`src/rtl/cpu_ctrl_pkg.sv`:
```
// Shared types and encodings for the hardwired fetch/decode/execute controller.
// The control word mirrors every control input of the ALU system datapath.
package cpu_ctrl_pkg;

   typedef enum logic [2:0] {
      S_INIT    = 3'd0,
      S_FETCH_L = 3'd1,
      S_FETCH_H = 3'd2,
      S_EXEC    = 3'd3,
      S_HALT    = 3'd4
   } state_t;

   localparam int OP_BRA = 'h00;
   localparam int OP_BNE = 'h01;
   localparam int OP_INC = 'h02;
   localparam int OP_DEC = 'h03;
   localparam int OP_IMM = 'h04;
   localparam int OP_LD  = 'h05;
   localparam int OP_ST  = 'h06;
   localparam int OP_HLT = 'h07;

   localparam logic [2:0] FUN_DEC  = 3'b000;
   localparam logic [2:0] FUN_INC  = 3'b001;
   localparam logic [2:0] FUN_LOAD = 3'b010;
   localparam logic [2:0] FUN_CLR  = 3'b011;
   localparam logic [4:0] ALU_PASS_A = 5'b10000;

   localparam logic [1:0] SEL_PC = 2'b00;
   localparam logic [1:0] SEL_SP = 2'b01;
   localparam logic [1:0] SEL_AR = 2'b10;

   localparam logic [1:0] MUXA_MEM = 2'b10;
   localparam logic [1:0] MUXA_IMM = 2'b11;
   localparam logic [1:0] MUXB_IMM = 2'b11;
   localparam logic       MUXC_ALU_LO = 1'b0;

   localparam logic [2:0] ARF_EN_PC  = 3'b100;
   localparam logic [2:0] ARF_EN_ALL = 3'b111;

   typedef struct packed {
      logic [2:0] rf_outa_sel;
      logic [2:0] rf_outb_sel;
      logic [2:0] rf_fun_sel;
      logic [3:0] rf_reg_sel;
      logic [3:0] rf_scr_sel;
      logic [4:0] alu_fun_sel;
      logic       alu_wf;
      logic [1:0] arf_outc_sel;
      logic [1:0] arf_outd_sel;
      logic [2:0] arf_fun_sel;
      logic [2:0] arf_reg_sel;
      logic       ir_lh;
      logic       ir_write;
      logic       mem_wr;
      logic       mem_cs;
      logic [1:0] mux_a_sel;
      logic [1:0] mux_b_sel;
      logic       mux_c_sel;
   } ctrl_word_t;

   // Mem_CS is active-low, so the idle word keeps memory deselected.
   localparam ctrl_word_t CTRL_IDLE = '{mem_cs: 1'b1, default: '0};

   function automatic logic [3:0] onehot_rsel(input logic [1:0] rsel);
      return 4'b1000 >> rsel;
   endfunction

endpackage

```
`src/rtl/instruction_decoder.sv`:
```
// Combinational EXEC-cycle decode: IR + flags to control word, plus the
// illegal-opcode and halt indications used by the sequencer.
module instruction_decoder
   import cpu_ctrl_pkg::*;
#(
   parameter int OPC_W = 6
) (
   input  logic [15:0] ir,
   input  logic [3:0]  flags,
   output ctrl_word_t  ctrl,
   output logic        illegal,
   output logic        is_halt
);

   logic [OPC_W-1:0] opcode;
   logic [1:0]       rsel;
   logic             unused_bits;

   assign opcode = ir[15 -: OPC_W];
   assign rsel   = ir[9:8];
   // Immediate/address bits reach the datapath directly; only Z matters here.
   assign unused_bits = ^{ir[7:0], flags[2:0]};

   always_comb begin
      ctrl    = CTRL_IDLE;
      illegal = 1'b0;
      is_halt = 1'b0;
      case (opcode)
         OPC_W'(OP_BRA), OPC_W'(OP_BNE): begin
            if (opcode == OPC_W'(OP_BRA) || !flags[3]) begin
               ctrl.mux_b_sel   = MUXB_IMM;
               ctrl.arf_fun_sel = FUN_LOAD;
               ctrl.arf_reg_sel = ARF_EN_PC;
            end
         end
         OPC_W'(OP_INC): begin
            ctrl.rf_fun_sel = FUN_INC;
            ctrl.rf_reg_sel = onehot_rsel(rsel);
         end
         OPC_W'(OP_DEC): begin
            ctrl.rf_fun_sel = FUN_DEC;
            ctrl.rf_reg_sel = onehot_rsel(rsel);
         end
         OPC_W'(OP_IMM): begin
            ctrl.mux_a_sel  = MUXA_IMM;
            ctrl.rf_fun_sel = FUN_LOAD;
            ctrl.rf_reg_sel = onehot_rsel(rsel);
         end
         OPC_W'(OP_LD): begin
            ctrl.arf_outd_sel = SEL_AR;
            ctrl.mem_cs       = 1'b0;
            ctrl.mux_a_sel    = MUXA_MEM;
            ctrl.rf_fun_sel   = FUN_LOAD;
            ctrl.rf_reg_sel   = onehot_rsel(rsel);
         end
         OPC_W'(OP_ST): begin
            ctrl.rf_outa_sel  = {1'b0, rsel};
            ctrl.alu_fun_sel  = ALU_PASS_A;
            ctrl.mux_c_sel    = MUXC_ALU_LO;
            ctrl.arf_outd_sel = SEL_AR;
            ctrl.mem_cs       = 1'b0;
            ctrl.mem_wr       = 1'b1;
         end
         OPC_W'(OP_HLT): is_halt = 1'b1;
         default:        illegal = 1'b1;
      endcase
   end

endmodule

```
`src/rtl/control_sequencer.sv`:
```
// Fetch/decode/execute FSM driving the ALU system datapath: two-byte fetch into
// the IR, then a single execute cycle decoded by instruction_decoder.
module control_sequencer
   import cpu_ctrl_pkg::*;
#(
   parameter int OPC_W = 6
) (
   input  logic        Clock,
   input  logic        Reset,
   input  logic [15:0] IROut,
   input  logic [3:0]  FlagsOut,
   output logic [2:0]  RF_OutASel,
   output logic [2:0]  RF_OutBSel,
   output logic [2:0]  RF_FunSel,
   output logic [3:0]  RF_RegSel,
   output logic [3:0]  RF_ScrSel,
   output logic [4:0]  ALU_FunSel,
   output logic        ALU_WF,
   output logic [1:0]  ARF_OutCSel,
   output logic [1:0]  ARF_OutDSel,
   output logic [2:0]  ARF_FunSel,
   output logic [2:0]  ARF_RegSel,
   output logic        IR_LH,
   output logic        IR_Write,
   output logic        Mem_WR,
   output logic        Mem_CS,
   output logic [1:0]  MuxASel,
   output logic [1:0]  MuxBSel,
   output logic        MuxCSel,
   output logic        Halted,
   output logic        Illegal
);

   state_t     state, next_state;
   ctrl_word_t dec_ctrl, cw;
   logic       dec_illegal, dec_halt;

   instruction_decoder #(.OPC_W(OPC_W)) u_dec (
      .ir      (IROut),
      .flags   (FlagsOut),
      .ctrl    (dec_ctrl),
      .illegal (dec_illegal),
      .is_halt (dec_halt)
   );

   always_ff @(posedge Clock) begin
      if (Reset) state <= S_INIT;
      else       state <= next_state;
   end

   always_comb begin
      next_state = S_INIT;
      case (state)
         S_INIT:    next_state = S_FETCH_L;
         S_FETCH_L: next_state = S_FETCH_H;
         S_FETCH_H: next_state = S_EXEC;
         S_EXEC:    next_state = dec_halt ? S_HALT : S_FETCH_L;
         S_HALT:    next_state = S_HALT;
         default:   next_state = S_INIT;
      endcase
   end

   // Reset overrides the state decode so the INIT word is visible immediately.
   always_comb begin
      cw      = CTRL_IDLE;
      Halted  = 1'b0;
      Illegal = 1'b0;
      if (Reset || state == S_INIT) begin
         cw.arf_fun_sel = FUN_CLR;
         cw.arf_reg_sel = ARF_EN_ALL;
      end else begin
         case (state)
            S_FETCH_L, S_FETCH_H: begin
               cw.arf_outd_sel = SEL_PC;
               cw.mem_cs       = 1'b0;
               cw.ir_write     = 1'b1;
               cw.ir_lh        = (state == S_FETCH_H);
               cw.arf_fun_sel  = FUN_INC;
               cw.arf_reg_sel  = ARF_EN_PC;
            end
            S_EXEC: begin
               cw      = dec_ctrl;
               Illegal = dec_illegal;
            end
            S_HALT:  Halted = 1'b1;
            default: cw = CTRL_IDLE;
         endcase
      end
   end

   assign RF_OutASel  = cw.rf_outa_sel;
   assign RF_OutBSel  = cw.rf_outb_sel;
   assign RF_FunSel   = cw.rf_fun_sel;
   assign RF_RegSel   = cw.rf_reg_sel;
   assign RF_ScrSel   = cw.rf_scr_sel;
   assign ALU_FunSel  = cw.alu_fun_sel;
   assign ALU_WF      = cw.alu_wf;
   assign ARF_OutCSel = cw.arf_outc_sel;
   assign ARF_OutDSel = cw.arf_outd_sel;
   assign ARF_FunSel  = cw.arf_fun_sel;
   assign ARF_RegSel  = cw.arf_reg_sel;
   assign IR_LH       = cw.ir_lh;
   assign IR_Write    = cw.ir_write;
   assign Mem_WR      = cw.mem_wr;
   assign Mem_CS      = cw.mem_cs;
   assign MuxASel     = cw.mux_a_sel;
   assign MuxBSel     = cw.mux_b_sel;
   assign MuxCSel     = cw.mux_c_sel;

endmodule
```
`config.mk`:
```
export PLATFORM = sky130hd
export DESIGN_NAME = control_sequencer
export DESIGN_NICKNAME = d
export VERILOG_FILES = /design/src/rtl/cpu_ctrl_pkg.sv /design/src/rtl/instruction_decoder.sv /design/src/rtl/control_sequencer.sv
export SDC_FILE = /design/constraint.sdc
export NUM_CORES = 1
export LEC_CHECK = 0
export CAP_MARGIN = 10
export CORE_MARGIN = 4
export CORE_UTILIZATION = 26
export CTS_CLUSTER_SIZE = 10
export DETAILED_ROUTE_END_ITERATION = 16
export PLACE_DENSITY = 0.79
export SYNTH_ARGS = -nofsm -noshare
export SYNTH_HDL_FRONTEND = slang
export SYNTH_SLANG_ARGS = --single-unit
```
`constraint.sdc`:
```
create_clock -name Clock -period 1.7 [get_ports Clock]
set_clock_uncertainty 0.2 [all_clocks]
set_input_delay 0.34 -clock Clock [delete_from_list [all_inputs] [get_ports Clock]]
set_output_delay 0.34 -clock Clock [all_outputs]
set_load 0.01 [all_outputs]
```
==> metrics.cfg, run 1 <==
[status]
outcome = finished with violations
violations = setup timing

[synth]
ys_seq_elements = 3
async_reset_ff_share_pct = 0
yosys.area_share.simple_pct = 39.5
synth-compound-area-share_pct = 6.35
synth_area_leaders = buf_4 31%, dfxtp_1 11%, nor3_1 5.4%
synth_edf_count = 0
yosysTopAreaCell = buf_4
synthMuxAreaShare_pct = 0
synth_area_um2 = 552
synth_top_area_share_pct = 31.3
yosysWarningCount = 0
avgSynthCellArea_um2 = 6.98
yosys.area_share.xor_xnor_pct = 4.76
synth_top_family_by_area = simple AND/OR/NAND/NOR gates
synth_fa_ha_area_share_pct = 0
seq_area_frac_synth_pct = 10.9
synth_ff_type = dfxtp_1
synthDistinctLibCells = 26
syn_inst = 79

[setup_path]
slowest_stage = and4bb_2
cp_data_arrival_time_ps = 1470
r2r_end = state[2]
required_ps = 1160
reg2reg_depth = 4
worst-path-max-fanout = 7
reg2reg_from = state[1]
path_class = reg2out
crit_path_start_kind = flop
reg2reg_slack_ps = 410
endpoint_kind = output port
path_cells = and4bb_2, nand2_4, buf_4, nor4_4, buf_2
slowest_delay_ps = 340

[sta]
setup_viol_count_final = 23
setup_ws_ps = -311
fmax_ghz = 0.497
hold_viol = 0
rsz0062_at_grt = true
period_share_pct = 118
slew_violations = 0
setup_tns_ps = -4420
fin_crit_ps = 2010

[placement]
place_hpwl_um = 1360
dp_cells = 148
gp_congestion = 0.747
dp_slack_ps = -966
port_buffers = 35

[layout]
top_register = state
stdcell_count = 173
seq_area_um2 = 62.6
fin_nets = 169
layout_commonest_cell = buf_6
num_antenna_cells = 0
fill_cells = 150
layout-drive-gt1-share_pct = 70.5
most-common-layout-cells = 26 x buf_6, 23 x buf_4, 19 x conb_1, 19 x buf_2
top_regs = state (3)
largest_reg_flops = 3
multi_input_area_um2 = 556
area_growth_pct = 134

[clocking]
clk_latency_ps = 230
cts_max_level = 1
clock_path_buffers = 2
cts_sinks = 3
cts_hold_repair.buffers = 0
clk_pin_slew_ps = 40
tritoncts = done
cts_root_buf = clkbuf_4
cts_buffers = 3

[drt]
totalWireLength_um = 2230
postRouteAntennaNets = 0
viasPerCell = 4.29
avgRoutedWirePerCell_um = 12.9
first_pass_iters = 1
vias = 742
drc = 0
drtIter0Drc = 0

[floorplan]
dieHeight_um = 54.1
io_pins = 66
dieArea_mm2 = 0.00292
rows = 16
die_x_um = 54.1
initial_core_util_pct = 27.8
coreArea_mm2 = 0.00198

[global_route]
grt_pass1_vias = 665
grt_usage_pct = 13.3
grt_start_max_net_pins = 10
antenna_found_initial = 0
grt_pass1_wl_um = 2820
met2_usage_pct = 27.8
grt.met3_usage_pct = 2.22
grt_use_met1_pct = 11.8
gr-total-overflow = 0
grt_busiest_layer = met2

[worst_hold_path]
min_to = state[1]
hold_path.class = in2reg
min_path_cells = 3
worstHoldStart = Reset

[power]
combinationalPowerShare_pct = 68.8
switchingPower_mw = 0.259
seqPwrFrac_pct = 13.5
power.density_mw_per_mm2 = 532
p_int_mw = 0.429
p_sw_share_pct = 37.6
power.total_mw = 0.688
vdd_drop_max_v = 0.000451
clkPwrFrac_pct = 17.7
p_leak_nw = 0.623

[run]
max_cap_viol_count = 0

==> what timing repair did <==
item                       in CTS  in global routing
pin swaps                      14                 14
buffers inserted               15                  7
resized for setup             158                 18
setup endpoints to repair      26                 24
==> synthesized netlist by cell type, drive strengths merged (2+ instances only) <==
library cell and count:
xnor2 2, nor4 4, o21bai 2, nor4b 2
nand2 4, nor2 8, dfxtp 3, nand2b 3
nor3 7, nand4 3, buf 27, inv 3
==> stage by stage <==
step	area, µm²	util [%]	hold WS [ps]
after floorplan	727	-	313
after global placement	1030	52.0	365
after detailed placement	1030	52.0	382
after CTS	1180	59.4	261
after global routing	1290	65.2	302
final	1290	65.2	292
==> worst max-delay path: cells and delay by family, from the launching register on <==
| family | cells | cell delay [ps] |
|---|---|---|
| AND/OR/NAND/NOR | 3 | 620 |
| buffers and inverters | 2 | 310 |
| flip-flops | 1 | 310 |
==> power groups by stage <==
| stage | sequential [mW] | clock, mW | combinational, mW |
|---|---|---|---|
| floorplan | 0.0855 | 0 | 0.203 |
| global placement | 0.0886 | 0 | 0.321 |
| detailed placement | 0.0897 | 0 | 0.324 |
| CTS | 0.0922 | 0.130 | 0.385 |
| global route | 0.0932 | 0.138 | 0.504 |
| finish | 0.0925 | 0.122 | 0.473 |
==> final cells by class <==
class / instances / area share (%)
inverters: 3 / 0.872
clock buffers: 4 / 2.03
repair buffers: 73 / 46.6
multi-input cells: 63 / 43.0
flip-flops and latches: 3 / 4.84
well taps: 27 / 2.62
==> worst max-delay path by stage <==
stage	startpoint	end	slack, ps	cells past startpoint
2_1_floorplan	Reset	RF_RegSel[2]	-50	4
3_3_place_gp	IROut[13]	Mem_CS	-940	5
3_5_place_dp	IROut[13]	MuxBSel[0]	-970	6
4_1_cts	state[2]	RF_RegSel[3]	-330	5
5_1_grt	state[2]	RF_RegSel[3]	-380	5
6_report	state[2]	RF_RegSel[0]	-310	5
==> routing by layer <==
metal | vias to the layer above | share of wire (%)
met5 | - | 0
met4 | 0 | 0.94
met3 | 2 | 10
met2 | 33 | 60
met1 | 347 | 29
li1 | 360 | -
==> logic make-up (layout without fill, tap and decap cells) <==
group / count (synthesis) / in the layout
flops: 3 / 3
simple gates: 37 / 37
other cells: 1 / 19
buf+inv: 31 / 80
compound gates: 4 / 4
xor+xnor: 3 / 3
No activity file was read; power rests on OpenSTA's default activity.
==> run 2: changes to the inputs <==
==> constraint.sdc (replaced) <==
create_clock -name Clock -period 1.7 [get_ports Clock]
set_clock_uncertainty 0.2 [all_clocks]
set_input_delay 0.255 -clock Clock [delete_from_list [all_inputs] [get_ports Clock]]
set_output_delay 0.255 -clock Clock [all_outputs]
set_load 0.01 [all_outputs]
==> run 2 against run 1 <==
Against the previous run: the run still ends with setup timing left; critical endpoint is now Mem_CS; sequential cell count stayed put; combinational power is 8.7% lower; hold slack better by 29 ps; design area is 13% lower; register-to-register slack worse by 70 ps; maximum frequency is 12% higher; sequential share of layout area is 0.84 points higher; via count is 7.7% lower; global-route usage is 0.30 points lower; die area stayed put; critical path depth is 1 lower.
==> metrics.cfg, run 2 (synthesis results as in run 1) <==
[layout]
largest_reg_flops = 3  ; unchanged
layout-drive-gt1-share_pct = 63.9  ; -6.6 points
top_register = state
fill_cells = 191  ; +27%
num_antenna_cells = 0  ; unchanged
most-common-layout-cells = 22 x buf_2, 19 x conb_1, 18 x buf_4
stdcell_count = 160  ; -7.5%
layout_commonest_cell = buf_2
fin_nets = 156  ; -7.7%
top_regs = state (3)
area_growth_pct = 103

[drt]
vias = 685  ; -7.7%
drtIter0Drc = 7  ; +7
first_pass_iters = 2  ; +1
avgRoutedWirePerCell_um = 12.6  ; -2.6%
postRouteAntennaNets = 0  ; unchanged
totalWireLength_um = 2010  ; -9.9%
drc = 0  ; unchanged
viasPerCell = 4.28  ; -0.18%

[setup_path]
path_buf_inv = 2  ; unchanged
r2r_end = state[1]
worst-path-max-fanout = 5  ; -2
cp_data_arrival_time_ps = 1350  ; -120 ps
endpoint_kind = output port
cp_top_family = compound AO/OA/AOI/OAI gates
required_ps = 1240  ; +80 ps
slowest_stage = a2111o_1
reg2reg_from = state[0]
path_cells = buf_6, and2_4, a2111o_1, buf_2
reg2reg_slack_ps = 340  ; -70 ps
crit_path_start_kind = flop
reg2reg_depth = 6  ; +2
worstSetupStartpoint = state[0]
path_class = reg2out
slowest_delay_ps = 350  ; about the same
crit_cells = 4  ; -1

[power]
p_int_mw = 0.401  ; -6.4%
power.total_mw = 0.653  ; -5.0%
clkPwrFrac_pct = 18.9  ; +1.2 points
p_sw_share_pct = 38.6  ; +0.95 points
switchingPower_mw = 0.252  ; -2.6%
seqPwrFrac_pct = 14.9  ; +1.4 points
vdd_drop_max_v = 0.000528  ; +17%
power.density_mw_per_mm2 = 582  ; +9.3%
p_leak_nw = 0.535  ; -14%
combinationalPowerShare_pct = 66.2  ; -2.6 points

[clocking]
clk_latency_ps = 230  ; about the same
tritoncts = done
cts_buffers = 3  ; unchanged
cts_hold_repair.buffers = 0  ; unchanged
clock_path_buffers = 2  ; unchanged
cts_max_level = 1  ; unchanged
clk_pin_slew_ps = 40  ; about the same
cts_root_buf = clkbuf_4
cts_sinks = 3  ; unchanged

[global_route]
grt_usage_pct = 13.0  ; -0.30 points
grt_pass1_vias = 655  ; -1.5%
grt_pass1_wl_um = 2830  ; +0.50%
gr-total-overflow = 0  ; unchanged
antenna_found_initial = 0  ; unchanged
grt_start_max_net_pins = 10  ; unchanged

[floorplan]
io_pins = 66  ; unchanged
rows = 16  ; unchanged
dieHeight_um = 54.1  ; unchanged
dieArea_mm2 = 0.00292  ; unchanged
die_x_um = 54.1  ; unchanged
initial_core_util_pct = 27.8  ; unchanged
coreArea_mm2 = 0.00198  ; unchanged

[sta]
whs_ps = 321  ; +28.7 ps
setup_ws_ps = -103  ; +208 ps
setup_viol_count_final = 16  ; -30%
slew_violations = 0  ; unchanged
period_share_pct = 106  ; -12 points
slew_headroom_pct = 64.4
fin_crit_ps = 1800  ; -208 ps
hold_viol = 0  ; unchanged
tightest_slew_ps = 531
fmax_ghz = 0.555  ; +12%
rsz0062_at_grt = true

[worst_hold_path]
hold_path.class = in2reg
min_to = state[1]
min_path_cells = 3  ; unchanged
worstHoldStart = Reset

[status]
violations = setup timing
outcome = finished with violations

[placement]
place_hpwl_um = 1340  ; -1.8%
dp_slack_ps = -762  ; +204 ps
port_buffers = 35  ; unchanged
dp_cells = 147  ; -0.68%
gp_congestion = 0.785  ; +5.2%

[run]
max_cap_viol_count = 0  ; unchanged

[run 2: cell count changes in the layout (fill, tap and decap cells not counted), moves of 3 or more]
cell      before  now
buf_6         26   10
buf_4         23   18
buf_2         19   22
clkbuf_2       1    4
[run 2: layer usage]
metal / wire length, µm / up-vias / GRT usage, %
met1: 650 / 322 / 13.2
li1: - / 333 / -
met5: 0 / - / 0
met4: 0 / 0 / 4.98
met2: 1160 / 30 / 24.8
met3: 198 / 0 / 3.32
[run 2: layout make-up]
cell class	instances	area [µm²]	area share, %
Sequential cell	3	63.8	5.69
Tap cell	27	33.8	3.01
Multi-Input combinational cell	63	553	49.3
Inverter	3	11.3	1.00
Clock buffer	4	26.3	2.34
Timing Repair Buffer	60	434	38.7
[run 2: through the flow]
step	utilization, %	area [µm²]	TNS [ps]
floorplan	-	619	0
global placement	46.7	926	-15000
detailed placement	46.7	926	-15480
CTS	47.8	947	-1150
global route	56.6	1120	-2070
finish	56.6	1120	-857
[run 2: how the worst max path moves through the flow]
stage	to	slack, ps
final	Mem_CS	-100
after global routing	RF_OutASel[0]	-170
after CTS	Mem_CS	-130
after detailed placement	RF_RegSel[3]	-760
after global placement	Mem_CS	-720
after floorplan	MuxBSel[1]	7
[run 2: worst min-delay path, cell delays in order]
cell,delay (ps)
clkdlybuf4s15_1,220
buf_6,170
nor3_1,60
[run 2: repair_timing]
action	in CTS	in global routing
gates resized for setup	131	38
pin swaps	17	17
setup endpoints to repair	25	23
setup buffers	3	6
[run 2: power by group through the flow]
stage / logic (mW) / registers (mW) / clock network [mW]
final: 0.432 / 0.0976 / 0.124
after global routing: 0.460 / 0.0977 / 0.137
after CTS: 0.296 / 0.0937 / 0.133
after detailed placement: 0.301 / 0.0900 / 0
after global placement: 0.296 / 0.0892 / 0
after floorplan: 0.185 / 0.0855 / 0
==> run 3: changes to the inputs <==
--- a/config.mk
+++ b/config.mk
@@ -8,7 +8,7 @@
 export CAP_MARGIN = 10
 export CORE_MARGIN = 4
 export CORE_UTILIZATION = 26
-export CTS_CLUSTER_SIZE = 10
+export CTS_CLUSTER_SIZE = 20
 export DETAILED_ROUTE_END_ITERATION = 16
 export PLACE_DENSITY = 0.79
 export SYNTH_ARGS = -nofsm -noshare
==> results of run 3 <==
No change in the layout: final DEF, timing and power equal those of run 2.
